[config.mk]
export PLATFORM = sky130hd
export DESIGN_NAME = ps2_sender_flat
export DESIGN_NICKNAME = d
export VERILOG_FILES = /design/src/rtl/ps2_sender_if.sv /design/src/rtl/ps2_sender.sv /design/src/flat_wrapper.sv
export SDC_FILE = /design/constraint.sdc
export NUM_CORES = 1
export LEC_CHECK = 0
export BUFFER_PORTS_ARGS = -buffer_cell sky130_fd_sc_hd__buf_2
export CAP_MARGIN = 0
export CORE_UTILIZATION = 55
export DETAILED_ROUTE_END_ITERATION = 12
export GPL_TIMING_DRIVEN = 0
export PLACE_DENSITY = 0.72
export SLEW_MARGIN = 20
export SYNTH_ARGS = -nofsm -noshare
export SYNTH_HDL_FRONTEND = slang
export SYNTH_SLANG_ARGS = --single-unit
[constraint.sdc]
create_clock -name clk -period 6.59 [get_ports clk]
set_input_delay 1.318 -clock clk [delete_from_list [all_inputs] [get_ports clk]]
set_output_delay 1.318 -clock clk [all_outputs]
set_load 0.01 [all_outputs]
[src/rtl/ps2_sender_if.sv]
// Byte-stream valid/ready channel feeding the ps2_sender transmit FIFO.
interface ps2_sender_if;
  logic [7:0] tx_data;
  logic       tx_valid;
  logic       tx_ready;

  modport master (
    output tx_data,
    output tx_valid,
    input  tx_ready
  );

  modport slave (
    input  tx_data,
    input  tx_valid,
    output tx_ready
  );
endinterface

[src/rtl/ps2_sender.sv]
// PS/2 device-side (keyboard) transmitter: FIFO-queued bytes sent as 11-bit odd-parity frames.
// Define PS2_SENDER_INHIBIT_EN to add host_inhibit with abort-and-retransmit behaviour.
module ps2_sender #(
  parameter int unsigned CLK_DIV    = 4,
  parameter int unsigned FIFO_DEPTH = 8,
  parameter int unsigned IDLE_GAP   = 8
) (
  input  logic                          clk,
  input  logic                          resetn,
  ps2_sender_if.slave                   tx,
`ifdef PS2_SENDER_INHIBIT_EN
  input  logic                          host_inhibit,
`endif
  output logic                          ps2_clk,
  output logic                          ps2_data,
  output logic                          busy,
  output logic [$clog2(FIFO_DEPTH):0]   fifo_count
);

  localparam int unsigned AW   = $clog2(FIFO_DEPTH);
  localparam int unsigned CntW = AW + 1;
  localparam int unsigned CW   = $clog2(CLK_DIV) + 1;
  localparam int unsigned GW   = $clog2(IDLE_GAP) + 1;

  localparam logic [2:0] StIdle  = 3'd0;
  localparam logic [2:0] StLoad  = 3'd1;
  localparam logic [2:0] StBitHi = 3'd2;
  localparam logic [2:0] StBitLo = 3'd3;
  localparam logic [2:0] StGap   = 3'd4;

  logic [2:0]      state_q, state_d;
  logic [CW-1:0]   div_q, div_d;
  logic [GW-1:0]   gap_q, gap_d;
  logic [3:0]      idx_q, idx_d;
  logic [10:0]     frame_q, frame_d;
  logic            ps2_clk_q, ps2_clk_d;
  logic            ps2_data_q, ps2_data_d;

  logic [7:0]      mem [FIFO_DEPTH];
  logic [AW-1:0]   wr_ptr_q, rd_ptr_q;
  logic [CntW-1:0] count_q, count_d;

  logic            push, pop, fifo_empty;
  logic            abort, start_ok, use_retry;
  logic [7:0]      load_byte;

  assign fifo_empty  = (count_q == '0);
  // Ready depends only on the current count, so a full FIFO never sees push and pop together.
  assign tx.tx_ready = (count_q != CntW'(FIFO_DEPTH));
  assign push        = tx.tx_valid && tx.tx_ready;
  assign pop         = (state_q == StLoad) && !use_retry;

`ifdef PS2_SENDER_INHIBIT_EN
  logic       retry_valid_q;
  logic [7:0] retry_q;

  // The stop bit (index 10) is never aborted.
  assign abort     = host_inhibit && ((state_q == StBitHi) || (state_q == StBitLo)) &&
                     (idx_q <= 4'd9);
  assign start_ok  = !host_inhibit && (!fifo_empty || retry_valid_q);
  assign use_retry = retry_valid_q;
  assign load_byte = retry_valid_q ? retry_q : mem[rd_ptr_q];

  always_ff @(posedge clk or negedge resetn) begin
    if (!resetn) begin
      retry_valid_q <= 1'b0;
      retry_q       <= '0;
    end else if (abort) begin
      retry_valid_q <= 1'b1;
      retry_q       <= frame_q[8:1];
    end else if (state_q == StLoad) begin
      retry_valid_q <= 1'b0;
    end
  end
`else
  assign abort     = 1'b0;
  assign start_ok  = !fifo_empty;
  assign use_retry = 1'b0;
  assign load_byte = mem[rd_ptr_q];
`endif

  always_comb begin
    state_d = state_q;
    idx_d   = idx_q;
    frame_d = frame_q;
    unique case (state_q)
      StIdle: begin
        if (start_ok) state_d = StLoad;
      end
      StLoad: begin
        frame_d = {1'b1, ~^load_byte, load_byte, 1'b0};
        idx_d   = 4'd0;
        state_d = StBitHi;
      end
      StBitHi: begin
        if (abort) begin
          state_d = StGap;
        end else if (div_q == CW'(CLK_DIV - 1)) begin
          state_d = StBitLo;
        end
      end
      StBitLo: begin
        if (abort) begin
          state_d = StGap;
        end else if (div_q == CW'(CLK_DIV - 1)) begin
          if (idx_q == 4'd10) begin
            state_d = StGap;
          end else begin
            idx_d   = idx_q + 4'd1;
            state_d = StBitHi;
          end
        end
      end
      StGap: begin
        if (gap_q == GW'(IDLE_GAP - 1)) state_d = StIdle;
      end
      default: state_d = StIdle;
    endcase

    // Both counters restart on every state entry, including BIT_LO -> BIT_HI.
    div_d = ((state_q == StBitHi) || (state_q == StBitLo)) ? div_q + CW'(1) : '0;
    gap_d = (state_q == StGap) ? gap_q + GW'(1) : '0;
    if (state_d != state_q) begin
      div_d = '0;
      gap_d = '0;
    end

    ps2_clk_d  = (state_d != StBitLo);
    ps2_data_d = ((state_d == StBitHi) || (state_d == StBitLo)) ? frame_d[idx_d] : 1'b1;
  end

  always_comb begin
    count_d = count_q;
    unique case ({push, pop})
      2'b10:   count_d = count_q + CntW'(1);
      2'b01:   count_d = count_q - CntW'(1);
      default: count_d = count_q;
    endcase
  end

  always_ff @(posedge clk or negedge resetn) begin
    if (!resetn) begin
      state_q    <= StIdle;
      div_q      <= '0;
      gap_q      <= '0;
      idx_q      <= '0;
      frame_q    <= '1;
      ps2_clk_q  <= 1'b1;
      ps2_data_q <= 1'b1;
    end else begin
      state_q    <= state_d;
      div_q      <= div_d;
      gap_q      <= gap_d;
      idx_q      <= idx_d;
      frame_q    <= frame_d;
      ps2_clk_q  <= ps2_clk_d;
      ps2_data_q <= ps2_data_d;
    end
  end

  always_ff @(posedge clk or negedge resetn) begin
    if (!resetn) begin
      wr_ptr_q <= '0;
      rd_ptr_q <= '0;
      count_q  <= '0;
    end else begin
      if (push) wr_ptr_q <= wr_ptr_q + AW'(1);
      if (pop)  rd_ptr_q <= rd_ptr_q + AW'(1);
      count_q <= count_d;
    end
  end

  always_ff @(posedge clk) begin
    if (push) mem[wr_ptr_q] <= tx.tx_data;
  end

  assign ps2_clk    = ps2_clk_q;
  assign ps2_data   = ps2_data_q;
  assign busy       = (state_q != StIdle);
  assign fifo_count = count_q;

endmodule
[src/flat_wrapper.sv]
// flat-port wrapper written by rule: the top's interface ports become plain ports
module ps2_sender_flat 
#(
  parameter int unsigned CLK_DIV    = 4,
  parameter int unsigned FIFO_DEPTH = 8,
  parameter int unsigned IDLE_GAP   = 8
)
  (clk, resetn, ps2_clk, ps2_data, busy, fifo_count, tx_tx_data, tx_tx_valid, tx_tx_ready);
  ps2_sender_if tx_i ();
  input  logic clk;
  input  logic resetn;
  output logic ps2_clk;
  output logic ps2_data;
  output logic busy;
  output logic [$clog2(FIFO_DEPTH):0] fifo_count;
  input wire logic [$bits(tx_i.tx_data)-1:0] tx_tx_data;
  input wire logic [$bits(tx_i.tx_valid)-1:0] tx_tx_valid;
  output wire logic [$bits(tx_i.tx_ready)-1:0] tx_tx_ready;
  assign tx_i.tx_data = tx_tx_data;
  assign tx_i.tx_valid = tx_tx_valid;
  assign tx_tx_ready = tx_i.tx_ready;
  ps2_sender #(.CLK_DIV(CLK_DIV), .FIFO_DEPTH(FIFO_DEPTH), .IDLE_GAP(IDLE_GAP)) u_core (.clk(clk), .resetn(resetn), .tx(tx_i), .ps2_clk(ps2_clk), .ps2_data(ps2_data), .busy(busy), .fifo_count(fifo_count));
endmodule
==> results by group, run 1 <==
Clock tree
  – Postcts setup bufs: 0
  – # hold bufs at CTS: 0
  – Clk sinks: 101
  – Clock latency on the worst-skew pair: 0.36 ns
  – Total CTS buffers: 9
  – Worst-path clk slew: 0.10 ns
  – Clk buf depth: 2
  – Clock Root Buffer: clkbuf_8
  – H-tree depth: 3
  – CTS tree: yes
  – Post_cts resized: 0

Cells and area
  – Fin area: 5131 um2
  – Util after Layout: 62.76%
  – Fillers: 633
  – Layout cell share with drive strength beyond 1: 25.35%
  – N_diodes: 0
  – Multi-input gate area: 1655 um2
  – Layout Nets: 377
  – Register area: 2864 um2
  – Most frequent cells in the layout: 64 x edfxtp_1, 27 x buf_2, 24 x dfrtp_1
  – Area Overhead vs Synth: 10.96%
  – Commonest non-fill, non-tap cell in the layout: edfxtp_1
  – Post-Layout Cell Count: 464

Global routing
  – Gr usage total: 20.82%
  – Global-route wire length before repair: 13460 um
  – Initial antenna violation count: 0
  – Largest net degree at the start of global routing: 38
  – Vias in the first global route: 2704
  – Total gr overflow: 0

Worst setup path
  – Critical path fanouts, max: 10
  – Critical-path top delay cell: dfrtp_1
  – Critical Path RT: 5.27 ns
  – Critical path capture point type: output pin
  – Type of the worst setup path: flop to output pin
  – Delay of the slowest critical-path stage: 0.40 ns
  – CP Data Arrival Time: 1.42 ns
  – Top cell by count, worst path: buf_2
  – Worst-path cell chain: buf_2, or3_1, buf_2
  – CP Launch Type: flop

Power and ir drop
  – VDD IR max: 0.1671 mV
  – Overall Power: 1.468 mW
  – P_leak: 1.929 nW
  – Pwr/cell area: 286.2 nW/um2

Routing
  – Met3 WL post-DR: 222 um
  – Vias: 2659
  – Via-to-Cell Ratio: 5.731
  – Remaining DRCs: 0
  – Post-DR wirelength/cell: 17.43 um
  – Drt total wl: 8086 um
  – Uppermost layer routed: met4
  – M1 wire length: 3525 um
  – Drt first-iter violations: 107
  – First-pass DRT Iterations: 4
  – DRT antenna net count: 0
  – Met2 WL: 4156 um

Die
  – Core area: 8175 um2
  – Initial core utilization: 56.57%
  – Die H: 93.70 um
  – Die Wd: 93.70 um
  – DIE AREA: 8779 um2
  – Ports: 19
  – Row cnt: 33

Timing
  – Final hold viol count: 0
  – Post-route minimum period: 2.735 ns
  – Slew HR: 43.16%
  – Final Setup Violations: 0
  – Skew final: 0.007507 ns
  – Post-route clock period utilization: 41.51%
  – Slew of the pin with the lowest slew margin: 0.8479 ns
  – Max Freq: 365.6 MHz
  – Final TNS setup: 0 ns
  – Hold_ws: 0.4470 ns
  – RSZ-0062 raised after global routing: no
  – Final WS setup: 3.855 ns
  – Pins Over Slew Limit: 0

Logic synthesis
  – Sequential share of the synthesized area: 61.93%
  – Dominant synthesized flop cell: edfxtp_1
  – Post-synthesis cell area: 4624 um2
  – Mapped Cells: 319
  – Post-synthesis cell type count: 50
  – Async S/R FF share, synth: 36.63%
  – Syn Nets: 342
  – Ys Warns: 0
  – #FFs+latches synth: 101
  – Number of synthesized flops with an enable pin: 64
  – Syn avg cell area: 14.50 um2

Place
  – Cell Area, Placed: 4925 um2
  – Dpl cells: 448
  – Routability cong.: 0.8572
  – Setup Slack @ Placement: 3.508 ns
  – I/O Buffers: 18
  – DP HPWL: 5783 um

Run
  – Max-cap violations: 0

Hold path
  – HP Class: flop to flop

Run status
  – Status: completed
==> sequential cells by signal, summed over array words and instances (netlist names) <==
name,cells
u_core.idx_q,4
u_core.mem,64
u_core.fifo_count,4
u_core.state_q,3
u_core.rd_ptr_q,3
u_core.ps2_clk,1
u_core.gap_q,4
u_core.div_q,3
u_core.frame_q,11
u_core.wr_ptr_q,3
u_core.ps2_data,1
==> metal layers <==
metal,up-vias,global-route usage [%]
li1,1262,-
met1,1334,26.20
met2,48,35.64
met3,15,3.641
met4,0,8.590
met5,-,0
==> area by class of cell <==
type                            count  area share [%]
Buffer                             13           1.561
Clock buffer                        9           2.414
Clock inverter                      7           1.609
Inverter                           17           1.244
Multi-Input combinational cell    188           32.26
Sequential cell                   101           55.82
Tap cell                          105           2.560
Timing Repair Buffer               24           2.536
==> report_power, final <==
group / internal [mW] / switching, mW
logic: 0.105 / 0.132
registers: 0.768 / 0.0556
clock network: 0.182 / 0.225
total: 1.06 / 0.413
==> final timing paths <==
| kind | startpoint | to | slack [ns] | cells after the start |
|---|---|---|---|---|
| setup reg to reg | u_core.state_q[1] | u_core.fifo_count[3] | 3.94 | 11 |
| max in group asynchronous | resetn | u_core.rd_ptr_q[1] | 5.06 | 1 |
| hold / removal | u_core.div_q[0] | u_core.div_q[0] | 0.45 | 1 |
| min in group asynchronous | resetn | u_core.div_q[0] | 1.03 | 1 |
| setup / recovery | u_core.state_q[1] | busy | 3.85 | 3 |
| hold reg to reg | u_core.div_q[0] | u_core.div_q[0] | 0.45 | 1 |
==> worst max-delay path, delay by kind of cell (launching register included) <==
family        cells  cell delay, ns
buf+inv           2            0.32
simple gates      1            0.34
flops             1            0.40
==> synth_stat cells, types with 4 or more instances <==
master	number	area share, %
nand3_1	5	0.54
edfxtp_1	64	42
nand2_1	22	1.8
o21ai_0	6	0.65
dfstp_2	13	7.4
xor2_1	13	2.5
mux2i_1	21	4.5
a211oi_1	5	0.81
dfrtp_1	24	13
o21ai_1	7	0.76
inv_1	16	1.3
or3_1	5	0.68
xnor2_1	12	2.3
nor2_1	14	1.1
buf_2	7	0.76
a21oi_1	5	0.54
ha_1	11	3.0
nor3_1	4	0.43
mux4_2	15	7.3
==> logic make-up after synthesis <==
logic type / share of synthesized area, %
buf+inv: 3.111
flops: 61.93
compound gates: 6.223
simple gates: 8.009
fa+ha+maj: 3.409
mux: 12.58
xor+xnor: 4.735
Note: power is estimated with default switching activity, not from simulation.
==> run 2, diff against run 1 <==
- PLACE_DENSITY: 0.72 -> 0.75
- clock period: 6.59 -> 2.4 ns (I/O delays scaled with it)
==> run 2 against run 1 <==
Power grew to 2.8 times the previous value. Count of clock-buffer cells in the layout is the same. Die area is the same. Non-clock buffer count grew 5. Global-route usage shrank 0.12 points. Clock skew grew 0.0048 ns. Sequential share of layout area shrank 1.7 points. Sequential cell count is the same. Worst hold slack lost 0.25 ns. Cell count grew 1.1%. Via count grew 1.8%.
==> results by group, run 2 (synthesized netlist as in run 1, its figures left out) <==
Timing
  – Pins Over Slew Limit: 0 (unchanged)
  – Max Freq: 430.4 MHz
  – Final hold viol count: 0 (unchanged)
  – Skew final: 0.01227 ns (+0.004759 ns)
  – Final WS setup: 0.07635 ns (-3.778 ns)
  – Post-route clock period utilization: 96.82%
  – Final Setup Violations: 0 (unchanged)
  – Post-route minimum period: 2.324 ns
  – Slew HR: 39.78% (-3.4 points)
  – Slew of the pin with the lowest slew margin: 0.9000 ns (+0.05211 ns)
  – Hold_ws: 0.1967 ns (-0.2503 ns)

Cells and area
  – Largest Register: u_core.mem
  – Post-Layout Cell Count: 469 (+1.1%)
  – Area Overhead vs Synth: 14.42%
  – Register area: 2864 um2 (unchanged)
  – Util after Layout: 64.72% (+2.0 points)
  – N_diodes: 0 (unchanged)
  – Fin area: 5291 um2 (+3.1%)
  – Max reg flops: 64 (unchanged)
  – Multi-input gate area: 1733 um2 (+4.7%)
  – Top flop regs: u_core.mem (64), u_core.frame_q (11)
  – Most frequent cells in the layout: 64 x edfxtp_1, 24 x dfrtp_1, 21 x buf_2, 21 x mux2i_1, 20 x nand2_1
  – Layout cell share with drive strength beyond 1: 30.77% (+5.4 points)
  – Layout Nets: 382 (+1.3%)
  – Fillers: 590 (-6.8%)
  – Commonest non-fill, non-tap cell in the layout: edfxtp_1

Routing
  – M1 wire length: 3487 um (-1.1%)
  – Vias: 2707 (+1.8%)
  – First-pass DRT Iterations: 4 (unchanged)
  – Uppermost layer routed: met4
  – Via-to-Cell Ratio: 5.772 (+0.72%)
  – Drt first-iter violations: 81 (-24%)
  – DRT antenna net count: 0 (unchanged)
  – Met2 WL: 4282 um (+3.0%)
  – Remaining DRCs: 0 (unchanged)
  – Met3 WL post-DR: 340 um (+53%)
  – Post-DR wirelength/cell: 17.65 um (+1.3%)
  – Drt total wl: 8279 um (+2.4%)

Worst setup path
  – Delay of the slowest critical-path stage: 0.40 ns (about the same)
  – Worst-path cell chain: buf_6, inv_1, ha_1, and3b_2, nor4_4, a211oi_2, inv_1, or3_1, a31o_1, a31o_1
  – Critical Path RT: 2.70 ns (-2.57 ns)
  – Critical path fanouts, max: 4 (-6)
  – CP Data Arrival Time: 2.62 ns (+1.20 ns)
  – Worst path top cell family by delay: simple AND/OR/NAND/NOR gates
  – Critical-path top delay cell: dfrtp_1
  – Critical path capture point type: flop
  – CP bufs+invs: 3 (+1)
  – Type of the worst setup path: flop to flop
  – CP Launch Type: flop

Power and ir drop
  – Pwr/cell area: 785.4 nW/um2 (+170%)
  – VDD IR max: 0.4662 mV (+180%)
  – P_leak: 1.975 nW (+2.4%)

Die
  – Core area: 8175 um2 (unchanged)
  – Initial core utilization: 56.57% (unchanged)
  – DIE AREA: 8779 um2 (unchanged)
  – Ports: 19 (unchanged)
  – Die Wd: 93.70 um (unchanged)
  – Die H: 93.70 um (unchanged)
  – Row cnt: 33 (unchanged)

Clock tree
  – Clock latency on the worst-skew pair: 0.36 ns (about the same)
  – CTS tree: yes
  – Clock Root Buffer: clkbuf_8
  – Clk sinks: 101 (unchanged)
  – H-tree depth: 3 (unchanged)
  – Total CTS buffers: 9 (unchanged)
  – Worst-path clk slew: 0.11 ns (about the same)
  – Clk buf depth: 2 (unchanged)

Run status
  – Status: completed

Global routing
  – Gr usage total: 20.69% (-0.12 points)
  – Vias in the first global route: 2636 (-2.5%)
  – Initial antenna violation count: 0 (unchanged)
  – Largest net degree at the start of global routing: 38 (unchanged)
  – Global-route wire length before repair: 13380 um (-0.61%)
  – Total gr overflow: 0 (unchanged)

Place
  – Setup Slack @ Placement: -0.2788 ns (-3.787 ns)
  – Routability cong.: 0.8614 (+0.49%)
  – Dpl cells: 448 (unchanged)
  – I/O Buffers: 18 (unchanged)
  – DP HPWL: 5735 um (-0.81%)
  – Cell Area, Placed: 4925 um2 (unchanged)

Hold path
  – HP Class: input pin to async pin

Run
  – Max-cap violations: 0 (unchanged)
run 2: cell types whose count changed in the layout (fill, tap and decap cells not counted), moves of 2 or more:
cell      before  now
nand2_1       22   20
ha_2           0    2
clkbuf_4       0    2
buf_2         27   21
a211oi_2       0    2
a211oi_1       5    3
buf_4          6   14
ha_1          11    8
run 2: worst paths after layout:
check | startpoint | to | slack [ns] | depth (start not counted)
worst max-delay path | u_core.idx_q[0] | u_core.ps2_data | 0.08 | 10
worst min-delay path | resetn | u_core.div_q[1] | 0.20 | 1
worst max register to register | u_core.idx_q[0] | u_core.ps2_data | 0.08 | 10
worst min register to register | u_core.div_q[0] | u_core.div_q[0] | 0.45 | 1
max in group asynchronous | resetn | u_core.rd_ptr_q[1] | 1.68 | 1
min in group clk | tx_tx_data[7] | u_core.mem[7][7] | 0.38 | 1
run 2: power by group:
group / internal (mW) / switching (mW)
sequential: 2.11 / 0.158
combinational: 0.297 / 0.376
clock: 0.603 / 0.611
total: 3.01 / 1.15
run 2: metal layers:
layer,up-vias,global-route usage (%)
met5,-,0
met4,0,7.564
met3,21,3.641
met2,65,35.64
met1,1353,26.24
li1,1268,-
run 2: area by class of cell:
class	count	share of cell area [%]
buffer	11	1.584
clock buffer	9	2.341
inverter	17	1.253
sequential	101	54.13
clock inverter	7	2.010
tap	105	2.483
timing repair buffer	31	3.452
multi-input combinational	188	32.75
run 2: repair_timing:
item                       CTS  global route
setup endpoints to repair    3             2
buffers inserted             2             5
hold endpoints to repair     0             0
hold buffers                 0             0
gates cloned                 0             0
resized for setup           12            15
pin swaps                    2             3
run 2: metrics by stage:
step / power [mW] / TNS (ns)
after global routing: 4.329 / -0.006159
final: 4.156 / 0
after detailed placement: 2.962 / -0.5059
after global placement: 2.855 / -12.66
after CTS: 4.157 / 0
after floorplan: 2.676 / 0
==> run 3, diff against run 2 <==
- BUFFER_PORTS_ARGS: -buffer_cell sky130_fd_sc_hd__buf_2 -> not set
- DONT_BUFFER_PORTS: not set -> 1
- PLACE_DENSITY: 0.75 -> 0.73
==> run 3 against run 2 <==
Count of clock-buffer cells in the layout unchanged. Via count decreased by 2.7%. Non-clock buffer count decreased by 18. Clock skew increased by 0.0048 ns. Sequential power about the same. Clock power about the same. Sequential cell count unchanged. Die area unchanged. Worst setup slack improved by 0.024 ns. Critical endpoint unchanged. Highest routed layer unchanged.
==> results by group, run 3 (synthesized netlist as in run 1, its figures left out) <==
Worst setup path
  – Worst r2r dst: u_core.ps2_data
  – CP Data Arrival Time: 2.61 ns (about the same)
  – Type of the worst setup path: flop to flop
  – Critical Path RT: 2.71 ns (about the same)
  – Critical path capture point type: flop
  – Flop-to-flop setup slack: 0.10 ns (+0.02 ns)
  – Critical path fanouts, max: 8 (+4)
  – CP Launch Type: flop
  – Reg2Reg Launch Point: u_core.idx_q[0]
  – Worst-case reg-to-reg path depth: 9 (-1)
  – Critical Path Source: u_core.idx_q[0]

Hold path
  – WHS Endpoint: u_core.mem[4][5]
  – Hold Path Stages: 0
  – Min-delay src: tx_tx_data[5]
  – HP Class: input pin to flop

Clock tree
  – H-tree depth: 3 (unchanged)
  – Clk sinks: 101 (unchanged)
  – Worst-path clk slew: 0.11 ns (about the same)
  – Clock Root Buffer: clkbuf_8
  – CTS tree: yes
  – Clock latency on the worst-skew pair: 0.37 ns (about the same)
  – Clk buf depth: 2 (unchanged)
  – Total CTS buffers: 9 (unchanged)

Cells and area
  – Top flop regs: u_core.mem (64), u_core.frame_q (11)
  – Max reg flops: 64 (unchanged)
  – Most frequent cells in the layout: 64 x edfxtp_1, 23 x dfrtp_1, 21 x mux2i_1
  – Commonest non-fill, non-tap cell in the layout: edfxtp_1
  – N_diodes: 0 (unchanged)
  – Layout Nets: 364 (-4.7%)
  – Util after Layout: 63.88% (-0.84 points)
  – Largest Register: u_core.mem
  – Layout cell share with drive strength beyond 1: 27.46% (-3.3 points)
  – Area Overhead vs Synth: 12.93%

Power and ir drop
  – VDD IR max: 0.5234 mV (+12%)
  – P_leak: 1.911 nW (-3.2%)
  – Overall Power: 4.102 mW (-1.3%)
  – Pwr/cell area: 785.5 nW/um2 (about the same)

Run
  – Max-cap violations: 0 (unchanged)

Timing
  – Pins Over Slew Limit: 0 (unchanged)
  – Post-route clock period utilization: 95.81% (-1.0 points)
  – Final Setup Violations: 0 (unchanged)
  – Skew final: 0.01708 ns (+0.004811 ns)
  – Post-route minimum period: 2.300 ns (-0.02413 ns)
  – RSZ-0062 raised after global routing: yes
  – Slew HR: 39.41% (-0.37 points)
  – Max Freq: 434.9 MHz (+1.0%)
  – Final hold viol count: 0 (unchanged)
  – Slew of the pin with the lowest slew margin: 0.9056 ns (+0.005539 ns)

Global routing
  – Gr usage total: 21.65% (+0.95 points)
  – Initial antenna violation count: 0 (unchanged)
  – Total gr overflow: 0 (unchanged)
  – Vias in the first global route: 2738 (+3.9%)
  – Global-route wire length before repair: 13830 um (+3.4%)
  – Largest net degree at the start of global routing: 38 (unchanged)

Die
  – Ports: 19 (unchanged)
  – DIE AREA: 8779 um2 (unchanged)
  – Row cnt: 33 (unchanged)
  – Die Wd: 93.70 um (unchanged)
  – Die H: 93.70 um (unchanged)
  – Initial core utilization: 56.57% (unchanged)
  – Core area: 8175 um2 (unchanged)

Routing
  – Drt first-iter violations: 90 (+11%)
  – Drt total wl: 8530 um (+3.0%)
  – Remaining DRCs: 0 (unchanged)
  – Via-to-Cell Ratio: 5.840 (+1.2%)
  – First-pass DRT Iterations: 4 (unchanged)
  – Vias: 2634 (-2.7%)
  – Post-DR wirelength/cell: 18.91 um (+7.1%)
  – DRT antenna net count: 0 (unchanged)

Run status
  – Status: completed

Place
  – I/O Buffers: 0 (-18)
  – DP HPWL: 5745 um (+0.17%)
  – Routability cong.: 0.8441 (-2.0%)
-- run 3: cell count changes in the layout (fill, tap and decap cells not counted), moves of 2 or more --
cell / before / now
a2111oi_0: 2 / 0
buf_4: 14 / 11
a2111oi_1: 0 / 2
buf_2: 21 / 4
-- run 3: what timing repair did --
item                                   4_1_cts  5_1_grt
resized for setup                           14       17
hold buffers                                 2        0
setup buffers                                2        3
setup endpoints to repair                    3        2
endpoints found under the hold margin       37        0
pin swaps                                    2        1
-- run 3: how the worst max path moves through the flow --
| stage | slack (ns) | depth (start not counted) | endpoint |
|---|---|---|---|
| floorplan | 0.008 | 11 | u_core.fifo_count[3] |
| global placement | -0.70 | 4 | u_core.mem[1][2] |
| detailed placement | -0.25 | 11 | u_core.fifo_count[3] |
| CTS | 0.03 | 10 | u_core.fifo_count[3] |
| global route | -0.05 | 10 | u_core.fifo_count[3] |
| finish | 0.10 | 9 | u_core.ps2_data |
-- run 3: per-stage QoR --
step	hold WS, ns	setup WS, ns	cells	TNS (ns)	area, um2
after detailed placement	0.1853	-0.2537	430	-0.4458	4835
after global placement	0.1856	-0.6951	424	-22.21	4756
after floorplan	0.1844	0.008048	319	0	4624
after CTS	0.1885	0.03363	448	0	5150
final	0.1971	0.1005	451	0	5223
after global routing	0.1771	-0.04710	451	-0.08445	5223
-- run 3: critical path: stages (launching register included) --
cell       delay (ns)
dfrtp_1          0.40
buf_6            0.15
inv_2            0.08
ha_1             0.18
and3b_2          0.25
o21ai_1          0.09
a21oi_1          0.30
a2111oi_1        0.15
o41ai_1          0.48
a31o_1           0.16
-- run 3: layout make-up --
cell class	count	area [um2]
buffer	11	85.08
clock buffer	9	123.9
clock inverter	7	107.6
fill	602	2953
inverter	17	66.31
multi-input combinational	188	1735
sequential	101	2865
tap	105	131.4
timing repair buffer	13	107.6
-- run 3: where the power goes --
group | switching, mW | internal (mW) | total (mW)
Sequential | 0.182 | 2.11 | 2.29
Clock | 0.611 | 0.605 | 1.22
Combinational | 0.326 | 0.265 | 0.592
Total | 1.12 | 2.98 | 4.10
-- run 3: layer usage --
layer | vias to the layer above | GRT usage [%] | share of wire [%]
met1 | 1314 | 25.18 | 41
met3 | 21 | 5.178 | 3.3
met5 | - | 0 | 0
met4 | 0 | 8.077 | 2.3
met2 | 67 | 38.69 | 54
li1 | 1232 | - | -
